==> src/rtl/hack_pkg.sv <==
// Shared types and defaults for the Hack fetch path.
//   seqState_t : sequencer states (IDLE / FETCH / HALT)
//   HACK_*     : default widths and ROM depth
//   satInc     : saturating increment for counters up to 32 bits wide
package hack_pkg;

    localparam int unsigned HACK_PC_W      = 16;
    localparam int unsigned HACK_ROM_DEPTH = 32768;
    localparam int unsigned HACK_CNT_W     = 16;

    typedef enum logic [1:0] {
        IDLE  = 2'd0,
        FETCH = 2'd1,
        HALT  = 2'd2
    } seqState_t;

    // Increment v, holding at the all-ones value of a w-bit counter.
    function automatic logic [31:0] satInc(input logic [31:0] v, input int unsigned w);
        logic [31:0] maxVal;
        maxVal = 32'hFFFF_FFFF >> (32 - w);
        return (v == maxVal) ? v : v + 32'd1;
    endfunction

endpackage

==> src/rtl/pc_fetch_sequencer_incrementor16.sv <==
// PC incrementor.
//   a : current value
//   y : a + 1 (wraps at 2**W)
module Incrementor16 #(
    parameter int unsigned W = 16
) (
    input  logic [W-1:0] a,
    output logic [W-1:0] y
);

    assign y = a + W'(1);

endmodule

==> src/rtl/pc_fetch_sequencer.sv <==
// Hack program counter and instruction-fetch sequencer.
//   clk, reset  : clock, synchronous active-high reset
//   run_en      : fetching permitted
//   jump        : take jump_addr on the handshake cycle
//   jump_addr   : jump target
//   fetch_ready : ROM accepts current address
//   pc          : current fetch address
//   fetch_valid : pc is a valid fetch request
//   halted      : sequencer in HALT
//   addr_err    : halt caused by out-of-range jump target
//   retired_cnt : accepted fetches (saturating)
//   stall_cnt   : cycles with valid & !ready (saturating)
import hack_pkg::*;

module pc_fetch_sequencer #(
    parameter int unsigned PC_W      = HACK_PC_W,
    parameter int unsigned ROM_DEPTH = HACK_ROM_DEPTH,
    parameter int unsigned CNT_W     = HACK_CNT_W
) (
    input  logic             clk,
    input  logic             reset,
    input  logic             run_en,
    input  logic             jump,
    input  logic [PC_W-1:0]  jump_addr,
    input  logic             fetch_ready,
    output logic [PC_W-1:0]  pc,
    output logic             fetch_valid,
    output logic             halted,
    output logic             addr_err,
    output logic [CNT_W-1:0] retired_cnt,
    output logic [CNT_W-1:0] stall_cnt
);

    localparam logic [PC_W:0]   ROM_DEPTH_EXT = (PC_W+1)'(ROM_DEPTH);
    localparam logic [PC_W-1:0] LAST_ADDR     = PC_W'(ROM_DEPTH - 1);

    seqState_t        state;
    seqState_t        nextState;
    logic [PC_W-1:0]  pcPlusOne;
    logic [PC_W-1:0]  pcNext;
    logic             fetchValidNext;
    logic             haltedNext;
    logic             addrErrNext;
    logic [CNT_W-1:0] retiredNext;
    logic [CNT_W-1:0] stallNext;
    logic             handshake;
    logic             jumpOutOfRange;
    logic             jumpSelf;

    Incrementor16 #(.W(PC_W)) uInc (
        .a (pc),
        .y (pcPlusOne)
    );

    assign handshake      = fetch_valid & fetch_ready;
    assign jumpOutOfRange = ({1'b0, jump_addr} >= ROM_DEPTH_EXT);
    assign jumpSelf       = (jump_addr == pc);

    // State register.
    always_ff @(posedge clk) begin
        if (reset) begin
            state <= IDLE;
        end else begin
            state <= nextState;
        end
    end

    // Next-state logic; a request always completes before leaving FETCH.
    always_comb begin
        nextState = state;
        case (state)
            IDLE: begin
                if (run_en) nextState = FETCH;
            end
            FETCH: begin
                if (handshake) begin
                    if (jump && (jumpOutOfRange || jumpSelf)) nextState = HALT;
                    else if (run_en)                          nextState = FETCH;
                    else                                      nextState = IDLE;
                end
            end
            HALT:    nextState = HALT;
            default: nextState = IDLE;
        endcase
    end

    // Output/datapath next values; all registered below.
    always_comb begin
        pcNext         = pc;
        addrErrNext    = addr_err;
        retiredNext    = retired_cnt;
        stallNext      = stall_cnt;
        fetchValidNext = (nextState == FETCH);
        haltedNext     = (nextState == HALT);
        if (state == FETCH) begin
            if (handshake) begin
                retiredNext = CNT_W'(satInc(32'(retired_cnt), CNT_W));
                if (jump && jumpOutOfRange) begin
                    addrErrNext = 1'b1;
                end else if (jump && jumpSelf) begin
                    pcNext = pc;
                end else if (jump) begin
                    pcNext = jump_addr;
                end else begin
                    pcNext = (pc == LAST_ADDR) ? '0 : pcPlusOne;
                end
            end else if (fetch_valid) begin
                stallNext = CNT_W'(satInc(32'(stall_cnt), CNT_W));
            end
        end
    end

    // Output registers.
    always_ff @(posedge clk) begin
        if (reset) begin
            pc          <= '0;
            fetch_valid <= 1'b0;
            halted      <= 1'b0;
            addr_err    <= 1'b0;
            retired_cnt <= '0;
            stall_cnt   <= '0;
        end else begin
            pc          <= pcNext;
            fetch_valid <= fetchValidNext;
            halted      <= haltedNext;
            addr_err    <= addrErrNext;
            retired_cnt <= retiredNext;
            stall_cnt   <= stallNext;
        end
    end

endmodule

==> config.mk <==
export PLATFORM = sky130hd
export DESIGN_NAME = pc_fetch_sequencer
export DESIGN_NICKNAME = d
export VERILOG_FILES = /design/src/rtl/hack_pkg.sv /design/src/rtl/pc_fetch_sequencer_incrementor16.sv /design/src/rtl/pc_fetch_sequencer.sv
export SDC_FILE = /design/constraint.sdc
export NUM_CORES = 1
export LEC_CHECK = 0
export CORE_MARGIN = 2
export CORE_UTILIZATION = 53
export DETAILED_ROUTE_END_ITERATION = 8
export PLACE_DENSITY = 0.85
export SYNTH_ARGS = -nofsm -noshare
export SYNTH_HDL_FRONTEND = slang
export SYNTH_SLANG_ARGS = --single-unit
export TNS_END_PERCENT = 50
==> constraint.sdc <==
create_clock -name clk -period 4.5 [get_ports clk]
set_clock_uncertainty 0.15 [all_clocks]
set_input_delay 0.9 -clock clk [delete_from_list [all_inputs] [get_ports clk]]
set_output_delay 0.9 -clock clk [all_outputs]
set_load 0.01 [all_outputs]
Yosys cells after proc, flatten, opt, wreduce, memory -nomap -nowiden --
Cells that the tools add are included.
Storage, ports and cells: register bits 53, bits of input ports 21, output and inout bits 51, word-level logic and storage cells 41
Operators by class: $add $sub $neg 3, magnitude comparators 1, equality and inequality tests 8, muxes and demuxes 7, bitwise operators 6, reductions and logical operators 9
Operators with widths (count):
- $add A16 B1 Y16 const B | 3
- $eq A16 B16 Y1 const B | 2
- $mux W16 | 2
- $eq A16 B15 Y1 const B | 1
- $eq A16 B16 Y1 | 1
- $ge A16 B16 Y1 const B | 1
- $reduce_and A4 Y1 | 2
- $mux W2 | 3
- $pmux W2 S3 | 1
- $reduce_and A3 Y1 | 2
- $not A1 Y1 | 5
- $eq A2 B1 Y1 const B | 2
- $eq A2 B2 Y1 const B | 2
- $logic_and A1 B1 Y1 | 3
- $logic_not A2 Y1 | 1
- $and A1 B1 Y1 | 1
- $logic_or A1 B1 Y1 | 1
- $mux W1 | 1

Logic depth before layout (Yosys ltp) --
depth after elaboration 7, mapped depth 9, depth with buffers taken out 7

Hierarchy --
From an unflattened synthesis, not the netlist that was laid out.
Second synthesis, totals: cells, all modules 324, area, all modules 2939.1 um^2
Modules (own cells, without submodules):
- pc_fetch_sequencer | times used 1, cells each 281, area each 2641.3 um^2, seq. area each 1061.0 um^2
- Incrementor16 | times used 1, cells each 43, area each 297.8 um^2, seq. area each 0.0 um^2

Worst setup path after synthesis --
Ideal clock, no wire load.
path type input to register, from in fetch_ready, to reg stall_cnt[8], library setup time 0.070 ns, arrival 2.103 ns, required time 4.280 ns, setup slack 2.177 ns, stages 6, buffers on the path 1, cells stage by stage nor4bb_1 > nor2b_1 > buf_2 > nand3_1 > or3_1 > a21oi_1
On the way: longest elaborated chain between the ends 3
RTL lines:
- from (decl) | RTL line pc_fetch_sequencer.sv:25 | input logic fetch_ready,
- $and A1 B1 Y1 | RTL line pc_fetch_sequencer.sv:55 | assign handshake = fetch_valid & fetch_ready;
- $not A1 Y1 (no source line)
- $reduce_and A4 Y1 (no source line)
- to (signal assigned) | RTL line pc_fetch_sequencer.sv:128 | stall_cnt <= stallNext;
- to (decl) | RTL line pc_fetch_sequencer.sv:31 | output logic [CNT_W-1:0] stall_cnt
Every way passes these cells. A chain may end at the register's enable or synchronous reset.

Worst setup path after layout --
from in jump_addr[15], to reg pc[7]
On the way: longest elaborated chain between the ends 4, elaborated cells between the ends (all ways) 7, classes of those cells order compare: 1; eq/ne: 1; bitwise: 2; reduce/logical: 3
RTL lines:
- from (decl) | RTL line pc_fetch_sequencer.sv:24 | input logic [PC_W-1:0] jump_addr,
- $ge A16 B16 Y1 or $eq A16 B16 Y1 (tied branches) | RTL line pc_fetch_sequencer.sv:56, pc_fetch_sequencer.sv:57
- $logic_and A1 B1 Y1 (on tied branches) | RTL line pc_fetch_sequencer.sv:98, pc_fetch_sequencer.sv:100
- $not A1 Y1 (no source line)
- $reduce_and A4 Y1 (no source line) (*)
- to (signal assigned) | RTL line pc_fetch_sequencer.sv:123 | pc <= pcNext;
- to (decl) | RTL line pc_fetch_sequencer.sv:26 | output logic [PC_W-1:0] pc,
Every way passes the cells marked *; elsewhere a longest branch is shown, timed or not.

==> impl_metrics.yaml <==
clock_tree:
  cts_resized: 0
  clk_pin_slew_ps: 100
  cts_tree: "built"
  clockRootBuffer: "clkbuf_8"
  cts_post_setup_buffers_inserted: 0
  clockBufferDepth: 2
  cts_buffers: 5
  clk_latency_ps: 310
  hold_buffers: 0
  cts_sinks: 53
  htreeDepth: 2
floorplanning:
  die_width_um: 78.3
  core_area_um2: 5410
  fp.dieH_um: 78.3
  rows: 27
  ios: 72
  dieArea_um2: 6130
  start_util: 0.541
min_path:
  hold_class: "flop to flop"
layout:
  nNetsFinal: 444
  n_antenna_cell: 0
  area_growth_pct: 27.3
  final_layout_size_suffix_gt1_frac: 0.0475
logic_synthesis:
  yosys_warnings: 0
  syn_area_per_cell_um2: 8.17
  synth_area_um2: 2930
  seq_area_frac_synth: 0.363
  synth_most_common_cell: "dfxtp_1"
  synthTopCellsByCount: "dfxtp_1, nor2_1, nand2_1, xor2_1, a21oi_1"
  yosysTopAreaCellShare: 0.363
  synth.area.top_cells: "dfxtp_1, xor2_1, nor2_1"
  synth_edf_count: 0
  synth-async-reset-ratio: 0
  yosys.area.top_type: "dfxtp_1"
  synth_seq_cells: 53
  synthCells: 358
  synth_ff_type: "dfxtp_1"
  synth_cell_types: 56
  synth_nets: 382
timing:
  hold_violations: 0
  finalCritPeriodShare: 0.687
  whs_ps: 332
  slew_headroom: 0.576
  finalSetupTns_ps: 0
  rsz0062_at_grt: "false"
  setup_violations: 0
  period_minus_slack_ps: 3090
  timing_worst_slew_pin_value_ps: 628
  timing.fmax_mhz: 323
  maxSlewViolCount: 0
global_routing:
  grt_usage: 0.238
  grt_pass1_wl_mm: 11.9
  grt_max_degree: 55
  overflow: 0
  grt_pass1_vias: 2486
  antenna_found_initial: 0
drt:
  routed_via_density: 5.78
  drc_errors: 0
  drt-initial-drc-count: 241
  vias: 2848
  wl_per_cell_um: 14.4
  postRouteAntennaNets: 0
  routed_wirelength_mm: 7.12
  drt-pass1-iter-count: 4
placed_design:
  io_buffers: 71
  dp_hpwl_mm: 5.00
  place_congestion: 0.897
pwr:
  p_leak_nw: 1.25
  power_density_nw_per_um2: 225
  vdd_ir_drop_max_mv: 0.221
run:
  maxCapViolCount: 0
worst_setup_path:
  critPathMaxFanout: 12
  worstPathRequired_ps: 4590
  cp-end-kind: "flop"
  start_kind: "primary input"
  worst-setup-path-type: "primary input to flop"
  cp.arrival_ps: 3180
outcome:
  outcome: "finished clean"
==> worst max-delay path, cell delays in order <==
cell	delay [ps]
clkdlybuf4s50_1	490
xor2_1	190
nor4_1	330
nand4_1	160
o21ai_1	540
buf_4	300
o21ai_0	110
a21oi_1	150
==> metal layers <==
layer / up-vias / GRT usage / share of wire
met3: 12 / 0.0529 / 0.057
met4: 0 / 0.0737 / 0.015
met1: 1339 / 0.328 / 0.46
met2: 90 / 0.372 / 0.47
met5: - / 0 / 0
li1: 1407 / - / -
==> placed cells by master, fill, tap and decap left out, types with 4 or more instances in the layout <==
| cell | instances |
|---|---|
| nor3_1 | 12 |
| xnor2_1 | 18 |
| nand2_1 | 27 |
| clkdlybuf4s50_1 | 70 |
| a21oi_1 | 22 |
| and4_1 | 7 |
| dfxtp_1 | 53 |
| nand3_1 | 14 |
| buf_4 | 4 |
| nor4_1 | 5 |
| and3_1 | 5 |
| xor2_1 | 26 |
| nand4_1 | 15 |
| inv_1 | 8 |
| clkbuf_8 | 5 |
| o21ai_0 | 10 |
| a31oi_1 | 4 |
| or3_1 | 4 |
| nor2_1 | 52 |
| o31ai_1 | 4 |
==> stage by stage <==
step	setup WS, ps	cells	util	instance area, µm²	total power (W)
after global placement	1210	485	0.674	3640	0.000584
after detailed placement	1140	485	0.674	3640	0.000586
after global routing	1220	493	0.689	3720	0.000874
final	1410	493	0.689	3720	0.000838
after CTS	1460	493	0.689	3720	0.000844
after floorplan	2180	358	-	2930	0.000544
==> state kept, by name, indices dropped and copies added (netlist names) <==
register / flops
pc: 16
retired_cnt: 16
stall_cnt: 16
state: 2
addr_err: 1
fetch_valid: 1
halted: 1
==> kinds of logic (layout without fill, tap and decap cells) <==
group | count (synthesis) | in the layout | share of synthesized area
AOI/OAI and AO/OA | 64 | 64 | 0.145
buffers and inverters | 28 | 91 | 0.0483
DFF | 53 | 53 | 0.363
adders and majority gates | 3 | 3 | 0.0128
muxes | 3 | 3 | 0.0107
and+or+nand+nor | 163 | 163 | 0.289
xor gates and xnor gates | 44 | 44 | 0.132
==> power breakdown <==
group | leakage (nW) | switching, W | internal, W
clock network | 0.0385 | 0.000151 | 0.000110
logic | 0.785 | 0.0000494 | 0.0000438
registers | 0.428 | 0.00000898 | 0.000474
==> path summary, 6_finish.rpt <==
kind,depth (start not counted),slack [ps],from,end
max,8,1410,jump_addr[15],pc[7]
max reg2reg,7,1950,stall_cnt[0],stall_cnt[8]
min,2,330,addr_err,addr_err
min reg2reg,2,330,addr_err,addr_err
==> area by class of cell <==
type                       count  area, µm²
inverter                       8       30.0
multi-input combinational    277       1720
sequential                    53       1060
fill                         469       1680
timing repair buffer          75        736
clock buffer                   7       76.3
clock inverter                 1       7.51
tap                           72       90.1
Power figures use the tool's default switching activity.
